## src/rtl/slurm16_cpu_instruction_prefetch.sv

```systemverilog
// Instruction prefetch: in-order word reads into a small {addr, data} FIFO
// feeding the pipeline; a PC load flushes it and drops stale responses.
module slurm16_cpu_instruction_prefetch #(
    parameter int          DEPTH      = 4,
    parameter logic [14:0] RESET_ADDR = 15'h0000
) (
    input  logic        CLK,
    input  logic        RSTb,
    input  logic        load_pc_request,
    input  logic [14:0] load_pc_address,
    output logic        mem_request,
    output logic [14:0] mem_address,
    input  logic        mem_grant,
    input  logic        mem_data_valid,
    input  logic [15:0] mem_data,
    output logic        instruction_valid,
    output logic [15:0] instruction_in,
    output logic [14:0] instruction_address_in,
    input  logic        instruction_ready
);

    localparam int PW = $clog2(DEPTH);
    localparam int CW = PW + 2;

    typedef logic [PW-1:0] ptr_t;
    typedef logic [CW-1:0] cnt_t;

    localparam cnt_t LIM = cnt_t'(DEPTH);

    logic [14:0] r_fetch_pc;
    logic [14:0] r_fifo_addr [DEPTH];
    logic [15:0] r_fifo_data [DEPTH];
    logic [14:0] r_aq        [DEPTH];
    ptr_t        r_f_rd;
    ptr_t        r_f_wr;
    ptr_t        r_q_rd;
    ptr_t        r_q_wr;
    cnt_t        r_count;
    cnt_t        r_live;
    cnt_t        r_discard;

    logic w_issue;
    logic w_drop;
    logic w_accept;
    logic w_resp;
    logic w_push;
    logic w_pop;
    logic w_room;

    // Reserve FIFO space for every live read so responses never overflow it
    assign w_room = ((r_count + r_live) < LIM) &&
                    ((r_live + r_discard) < LIM);

    assign mem_request = RSTb & ~load_pc_request & w_room;
    assign mem_address = r_fetch_pc;

    assign w_issue  = mem_request & mem_grant;
    assign w_drop   = mem_data_valid & (r_discard != '0);
    assign w_accept = mem_data_valid & (r_discard == '0) & (r_live != '0);
    assign w_resp   = w_drop | w_accept;
    assign w_push   = w_accept & ~load_pc_request;

    assign instruction_valid = (r_count != '0);
    assign w_pop = instruction_valid & instruction_ready;

    assign instruction_in = instruction_valid ?
                            r_fifo_data[r_f_rd] : 16'h0000;
    assign instruction_address_in = instruction_valid ?
                                    r_fifo_addr[r_f_rd] : 15'h0000;

    always_ff @(posedge CLK) begin
        if (RSTb && w_push) begin
            r_fifo_addr[r_f_wr] <= r_aq[r_q_rd];
            r_fifo_data[r_f_wr] <= mem_data;
        end
        if (w_issue) begin
            r_aq[r_q_wr] <= r_fetch_pc;
        end
    end

    always_ff @(posedge CLK) begin
        if (!RSTb) begin
            r_fetch_pc <= RESET_ADDR;
            r_f_rd     <= '0;
            r_f_wr     <= '0;
            r_q_rd     <= '0;
            r_q_wr     <= '0;
            r_count    <= '0;
            r_live     <= '0;
            r_discard  <= '0;
        end else if (load_pc_request) begin
            // Everything still outstanding becomes stale
            r_fetch_pc <= load_pc_address;
            r_f_rd     <= '0;
            r_f_wr     <= '0;
            r_q_rd     <= '0;
            r_q_wr     <= '0;
            r_count    <= '0;
            r_live     <= '0;
            r_discard  <= r_discard + r_live - cnt_t'(w_resp);
        end else begin
            if (w_issue) begin
                r_fetch_pc <= r_fetch_pc + 15'd1;
                r_q_wr     <= r_q_wr + ptr_t'(1);
            end
            if (w_accept) begin
                r_q_rd <= r_q_rd + ptr_t'(1);
                r_f_wr <= r_f_wr + ptr_t'(1);
            end
            if (w_pop) begin
                r_f_rd <= r_f_rd + ptr_t'(1);
            end
            r_count   <= r_count + cnt_t'(w_push) - cnt_t'(w_pop);
            r_live    <= r_live + cnt_t'(w_issue) - cnt_t'(w_accept);
            r_discard <= r_discard - cnt_t'(w_drop);
        end
    end

endmodule

```

## config.mk

```make
export PLATFORM = sky130hd
export DESIGN_NAME = slurm16_cpu_instruction_prefetch
export DESIGN_NICKNAME = d
export VERILOG_FILES = /design/src/rtl/slurm16_cpu_instruction_prefetch.sv
export SDC_FILE = /design/constraint.sdc
export NUM_CORES = 1
export LEC_CHECK = 0
export ABC_AREA = 1
export CELL_PAD_IN_SITES_DETAIL_PLACEMENT = 0
export CELL_PAD_IN_SITES_GLOBAL_PLACEMENT = 1
export CORE_MARGIN = 2
export CORE_UTILIZATION = 30
export DETAILED_ROUTE_END_ITERATION = 16
export PLACE_DENSITY_LB_ADDON = 0.1
export SYNTH_ARGS = -nofsm -noshare
export SYNTH_HDL_FRONTEND = slang
export SYNTH_SLANG_ARGS = --single-unit
```

## constraint.sdc

```tcl
create_clock -name CLK -period 8.9 [get_ports CLK]
set_clock_uncertainty 0.15 [all_clocks]
set_input_delay 0.89 -clock CLK [delete_from_list [all_inputs] [get_ports CLK]]
set_output_delay 0.89 -clock CLK [all_outputs]
set_load 0.05 [all_outputs]
```

Yosys cells after proc, flatten, opt, wreduce, memory -nomap -nowiden
Memories as Yosys holds them, arrays and structs flattened. A register that Yosys moved wholly into a read port is not among the register bits.
Cells that the tools add are included.
{"block": "classes", "div_mod_pow": 0, "n_addsub": 13, "n_eq_ne": 0, "muxes": 15, "order_cmp": 2, "n_reduce_logical": 8, "shifts": 0, "bitwise_logic": 11, "multipliers": 0}
{"op": "two-way mux 15 bit", "count": 3}
{"op": "two-way mux 16 bit", "count": 1}
{"op": "subtractor 4 x 1 -> 4 bit", "count": 4}
{"op": "adder 15 x 1 -> 15 bit, second input constant", "count": 1}
{"op": "two-way mux 2 bit", "count": 6}
{"op": "nonzero test 4 bit", "count": 3}
{"op": "adder 2 x 1 -> 2 bit, second input constant", "count": 4}
{"op": "adder 4 x 1 -> 4 bit", "count": 2}
{"op": "adder 4 bit", "count": 2}
{"op": "bitwise AND 1 bit", "count": 8}
{"op": "less-than comparator 4 x 3 -> 1 bit, second input constant", "count": 2}
{"op": "zero test 4 bit", "count": 1}
{"op": "two-way mux 1 bit", "count": 4}
{"op": "two-way mux 4 bit", "count": 1}
{"op": "logical AND 1 bit", "count": 2}
{"op": "inverter 1 bit", "count": 2}
{"op": "nonzero test 2 bit", "count": 1}
{"op": "OR reduction 2 bit", "count": 1}
{"op": "bitwise OR 1 bit", "count": 1}
{"block": "word_totals", "latchBits": 0, "register_bits": 35, "inputBits": 37, "ram_bits": 184, "out_inout_bits": 48, "elab_cells": 60, "rom_bits": 0, "mem_count": 3}
{"memory": "r_fifo_data", "words": 4, "word_bits": 16, "rd": 1, "rd_clocked_by_memory_dff": 1, "wr": 1, "line_no": "32", "source": "logic [15:0] r_fifo_data [DEPTH];"}
{"memory": "r_aq", "words": 4, "word_bits": 15, "rd": 1, "rd_clocked_by_memory_dff": 1, "wr": 1, "line_no": "33", "source": "logic [14:0] r_aq [DEPTH];"}
{"memory": "r_fifo_addr", "words": 4, "word_bits": 15, "rd": 1, "rd_clocked_by_memory_dff": 1, "wr": 1, "line_no": "31", "source": "logic [14:0] r_fifo_addr [DEPTH];"}

Depth between registers and ports, before layout
{"block": "depth", "ltp_word": 7, "ltp_mapped": 19, "depth_no_buf": 18}

Least setup slack after synthesis
OpenSTA, ideal clock, no wires.
{"block": "synth_path", "kind": "input to register", "start": "input port load_pc_request", "end": "memory r_fifo_addr[0][0], enable pin", "setup_slack_ns": 5.459, "setup_ns": 0.419, "path_buffers": 2, "arrival_ns": 2.872, "required_time_ns": 8.331, "cell_stages": 5, "cell_sequence": "buf_6 -> clkinv_2 -> clkbuf_1 -> nand3_1 -> nor2_1"}
{"block": "synth_between", "elab_chain_len": 5}
{"item": "start, declared", "line_no": "9", "source": "input logic load_pc_request,"}
{"item": "inverter 1 bit", "line_no": "61", "source": "assign w_push = w_accept & ~load_pc_request;"}
{"item": "bitwise AND 1 bit", "line_no": "61"}
{"item": "logical AND 1 bit", "line_no": "72", "source": "if (RSTb && w_push) begin"}
{"item": "two-way mux 1 bit", "line_no": "72"}
{"item": "two-way mux 1 bit (implied by the code)", "line_no": "73", "source": "r_fifo_addr[r_f_wr] <= r_aq[r_q_rd];"}
{"item": "end, declared", "line_no": "31"}
No other way between the ends.

==> flow_metrics.py <==
metrics = {
    "outcome": {
        "status": "finished, final reports clean",
    },
    "setup_path": {
        "worst_path_max_delay_cell": "clkdlybuf4s50_1",
        "crit-reg2reg-capture": "r_live[2]$_SDFF_PP0_",
        "crit_path_end": "instruction_address_in[3]",
        "start_kind": "register",
        "cp.required_ps": 7860,
        "reg2reg_slack_ps": 5400,
        "cp_num_cells": 6,
        "critPathKind": "register to output port",
        "cp_data_arrival_time_ps": 3530,
        "path_buf_inv": 4,
        "endpoint_kind": "output port",
        "critPathMaxFanout": 63,
        "max_stage_delay_ps": 840,
        "rr_startpoint": "r_live[0]$_SDFF_PP0_",
        "crit_family": "buffers and inverters",
        "critPathMostFrequentCell": "buf_4",
        "cp_cell_sequence": "buf_4, inv_1, buf_4, o21ai_0, a21oi_1, clkdlybuf4s50_1",
        "rr_worst_depth": 16,
    },
    "clock_tree": {
        "cts_buffers": 26,
        "clk_pin_slew_ps": 60,
        "cts_setup_buffers": 0,
        "cts.repair.resized": 0,
        "clock-sinks": 223,
        "hold_buffers": 0,
        "cts_tree": "yes",
        "clk_latency_ps": 510,
        "ctsRootBufferMaster": "clkbuf_16",
        "cts_buffer_depth": 3,
        "cts-htree-levels": 1,
    },
    "layout": {
        "fin_cells": 1414,
        "area_delta_synth_final_pct": 22.9,
        "fin_util_pct": 37.6,
        "layout_commonest_cell": "nor2_1",
        "drive_above_1_share_pct": 8.79,
        "fill_cells": 3094,
        "nNetsFinal": 1060,
        "num_antenna_cells": 0,
        "layout_common_cells": "nor2_1, edfxtp_1, o21ai_0",
    },
    "detailed_routing": {
        "drc": 0,
        "wl_per_cell_um": 15.5,
        "initialDrtViolationCount": 280,
        "vias": 6405,
        "viasPerCell": 4.53,
        "drt_first_pass_iters": 4,
        "wl_um": 21900,
        "detail-route-antenna-nets": 0,
    },
    "timing": {
        "fmax_ghz": 0.219,
        "finalMaxSlewViolations": 0,
        "finalHoldViolCount": 0,
        "rsz0062_at_grt": "no",
        "worst_slew_pin_slew_ps": 941,
        "slew_headroom_pct": 37.2,
        "setup_violations": 0,
        "period_needed_ps": 4570,
        "tns_ps": 0,
        "hold_slack_ps": 357,
        "period_share_pct": 51.4,
    },
    "die": {
        "core_um2": 31600,
        "design.die.area_um2": 33700,
        "start_util_pct": 30.6,
        "die_y_um": 184,
        "fp.dieW_um": 184,
        "rows": 65,
        "ios": 85,
    },
    "grt": {
        "grtUsageTotal_pct": 13.0,
        "antenna_found_initial": 0,
        "grt_pass1_vias": 6380,
        "overflow": 0,
        "grt_max_degree": 64,
        "grt_pass1_wl_um": 34700,
    },
    "yosys": {
        "synth.area.mux_share_pct": 0,
        "synth-xor-area-share_pct": 0.633,
        "yosys_warnings": 0,
        "syn-num-nets": 977,
        "async_flop_share_pct": 0,
        "synth_top_family_by_area": "simple AND/OR/NAND/NOR gates",
        "synth-seq-cells": 223,
        "syn_area_per_cell_um2": 10.7,
        "synthesis.area_um2": 9690,
        "synthDistinctLibCells": 33,
        "synth_compound_area_share_pct": 10.0,
        "synth_adder_area_share_pct": 4.24,
        "synth_cells": 909,
        "yosysSeqAreaShare_pct": 65.1,
        "synthSimpleGateAreaFrac_pct": 15.8,
        "yosys_most_used_dff": "edfxtp_1",
        "synth_edf_count": 184,
    },
    "placed_design": {
        "dpl.hpwl_um": 13300,
        "place.gp.congestion": 0.744,
        "portBuffers": 84,
        "placed_cells": 1366,
    },
    "power_and_ir_drop": {
        "pwr-share-seq_pct": 39.4,
        "p_per_area_nw_per_um2": 249,
        "power_leakage_nw": 4.25,
        "vdd_drop_max_uv": 152,
        "netSwitchingFraction_pct": 29.8,
        "p_sw_uw": 883,
        "intPower_mw": 2.08,
        "clkPwrFrac_pct": 38.4,
        "comb_power_share_pct": 22.2,
    },
    "hold_path": {
        "hold_path_class": "register to register",
    },
    "run": {
        "cap_violations": 0,
    },
}
worst register-to-register path: stages (launching register included):
cell and delay (ps):
dfxtp_1 460, ha_1 210, inv_1 50, fa_1 370
nand2_1 110, nand2_1 130, nor2_2 120, nand2_2 70
nor2_4 100, nand4_4 350, ha_1 450, inv_1 60
ha_1 130, inv_1 60, fa_1 370, xor2_1 140
nor2_1 50
synth_stat cells, types with 2 or more instances:
master	instances	share of area, %
xor2_1	7	0.63
a21oi_1	45	2.3
o22ai_1	15	0.97
buf_2	2	0.10
nand2_4	2	0.23
clkbuf_1	34	1.3
nand2_1	101	3.9
nor2_1	202	7.8
buf_1	3	0.12
nor3b_1	8	0.62
ha_1	28	3.6
dfxtp_1	39	8.1
a21oi_2	10	0.90
edfxtp_1	184	57
nand3_1	33	1.7
fa_1	3	0.62
inv_1	59	2.3
nor3_1	2	0.10
o21bai_1	3	0.23
nand4_1	3	0.19
a211oi_1	3	0.23
nand2_2	11	0.71
o21ai_0	102	5.3
metal layers:
| metal | vias up | share of wire [%] | global-route usage [%] |
|---|---|---|---|
| met5 | - | 0 | 0 |
| met4 | 0 | 1.3 | 2.40 |
| met3 | 23 | 4.4 | 2.28 |
| met2 | 122 | 46 | 22.1 |
| met1 | 2979 | 49 | 17.4 |
| li1 | 3281 | - | - |
registers in the layout, summed over array words and instances (netlist names), 4 cells and up, named ones only:
| register | count |
|---|---|
| r_fifo_data | 64 |
| r_live | 4 |
| r_discard | 4 |
| mem_address | 15 |
| r_aq | 60 |
| r_fifo_addr | 60 |
| r_count | 4 |
how the worst min path moves through the flow:
stage          cells past startpoint                     end                    from
2_1_floorplan                      2  r_f_wr[0]$_SDFFE_PP0N_  r_f_wr[0]$_SDFFE_PP0N_
3_3_place_gp                       2  r_q_rd[1]$_SDFFE_PP0N_  r_q_rd[1]$_SDFFE_PP0N_
3_5_place_dp                       2  r_q_rd[1]$_SDFFE_PP0N_  r_q_rd[1]$_SDFFE_PP0N_
4_1_cts                            2                register  r_q_rd[1]$_SDFFE_PP0N_
5_1_grt                            2  r_q_rd[1]$_SDFFE_PP0N_  r_q_rd[1]$_SDFFE_PP0N_
6_report                           2                register  r_q_rd[1]$_SDFFE_PP0N_
kinds of logic after synthesis:
group / Yosys count
simple gates: 367
flops: 223
compound gates: 179
buf+inv: 102
fa+ha+maj: 31
xor+xnor: 7
through the flow:
step                      power [mW]  setup WS (ps)  area (um2)
after detailed placement        1.86           4330       11000
final                           2.96           4330       11900
after floorplan                 1.63           5460        9690
after CTS                       3.01           4220       11900
after global placement          1.86           4350       11000
after global routing            3.10           4040       11900
area by class of cell:
type	instances	area (um2)	share of cell area, %
flip-flops and latches	223	6310	53.0
clock inverters	14	216	1.82
inverters	61	230	1.93
multi-input cells	584	3010	25.2
clock buffers	34	712	5.98
well taps	402	503	4.22
repair buffers	96	931	7.82
power groups by stage:
stage	registers [mW]	clock network (mW)	logic, mW
final	1.17	1.14	0.659
after global routing	1.17	1.21	0.717
after CTS	1.17	1.17	0.676
after detailed placement	1.19	0	0.674
after global placement	1.19	0	0.672
after floorplan	1.20	0	0.430
Note: power is estimated with default switching activity, not from simulation.
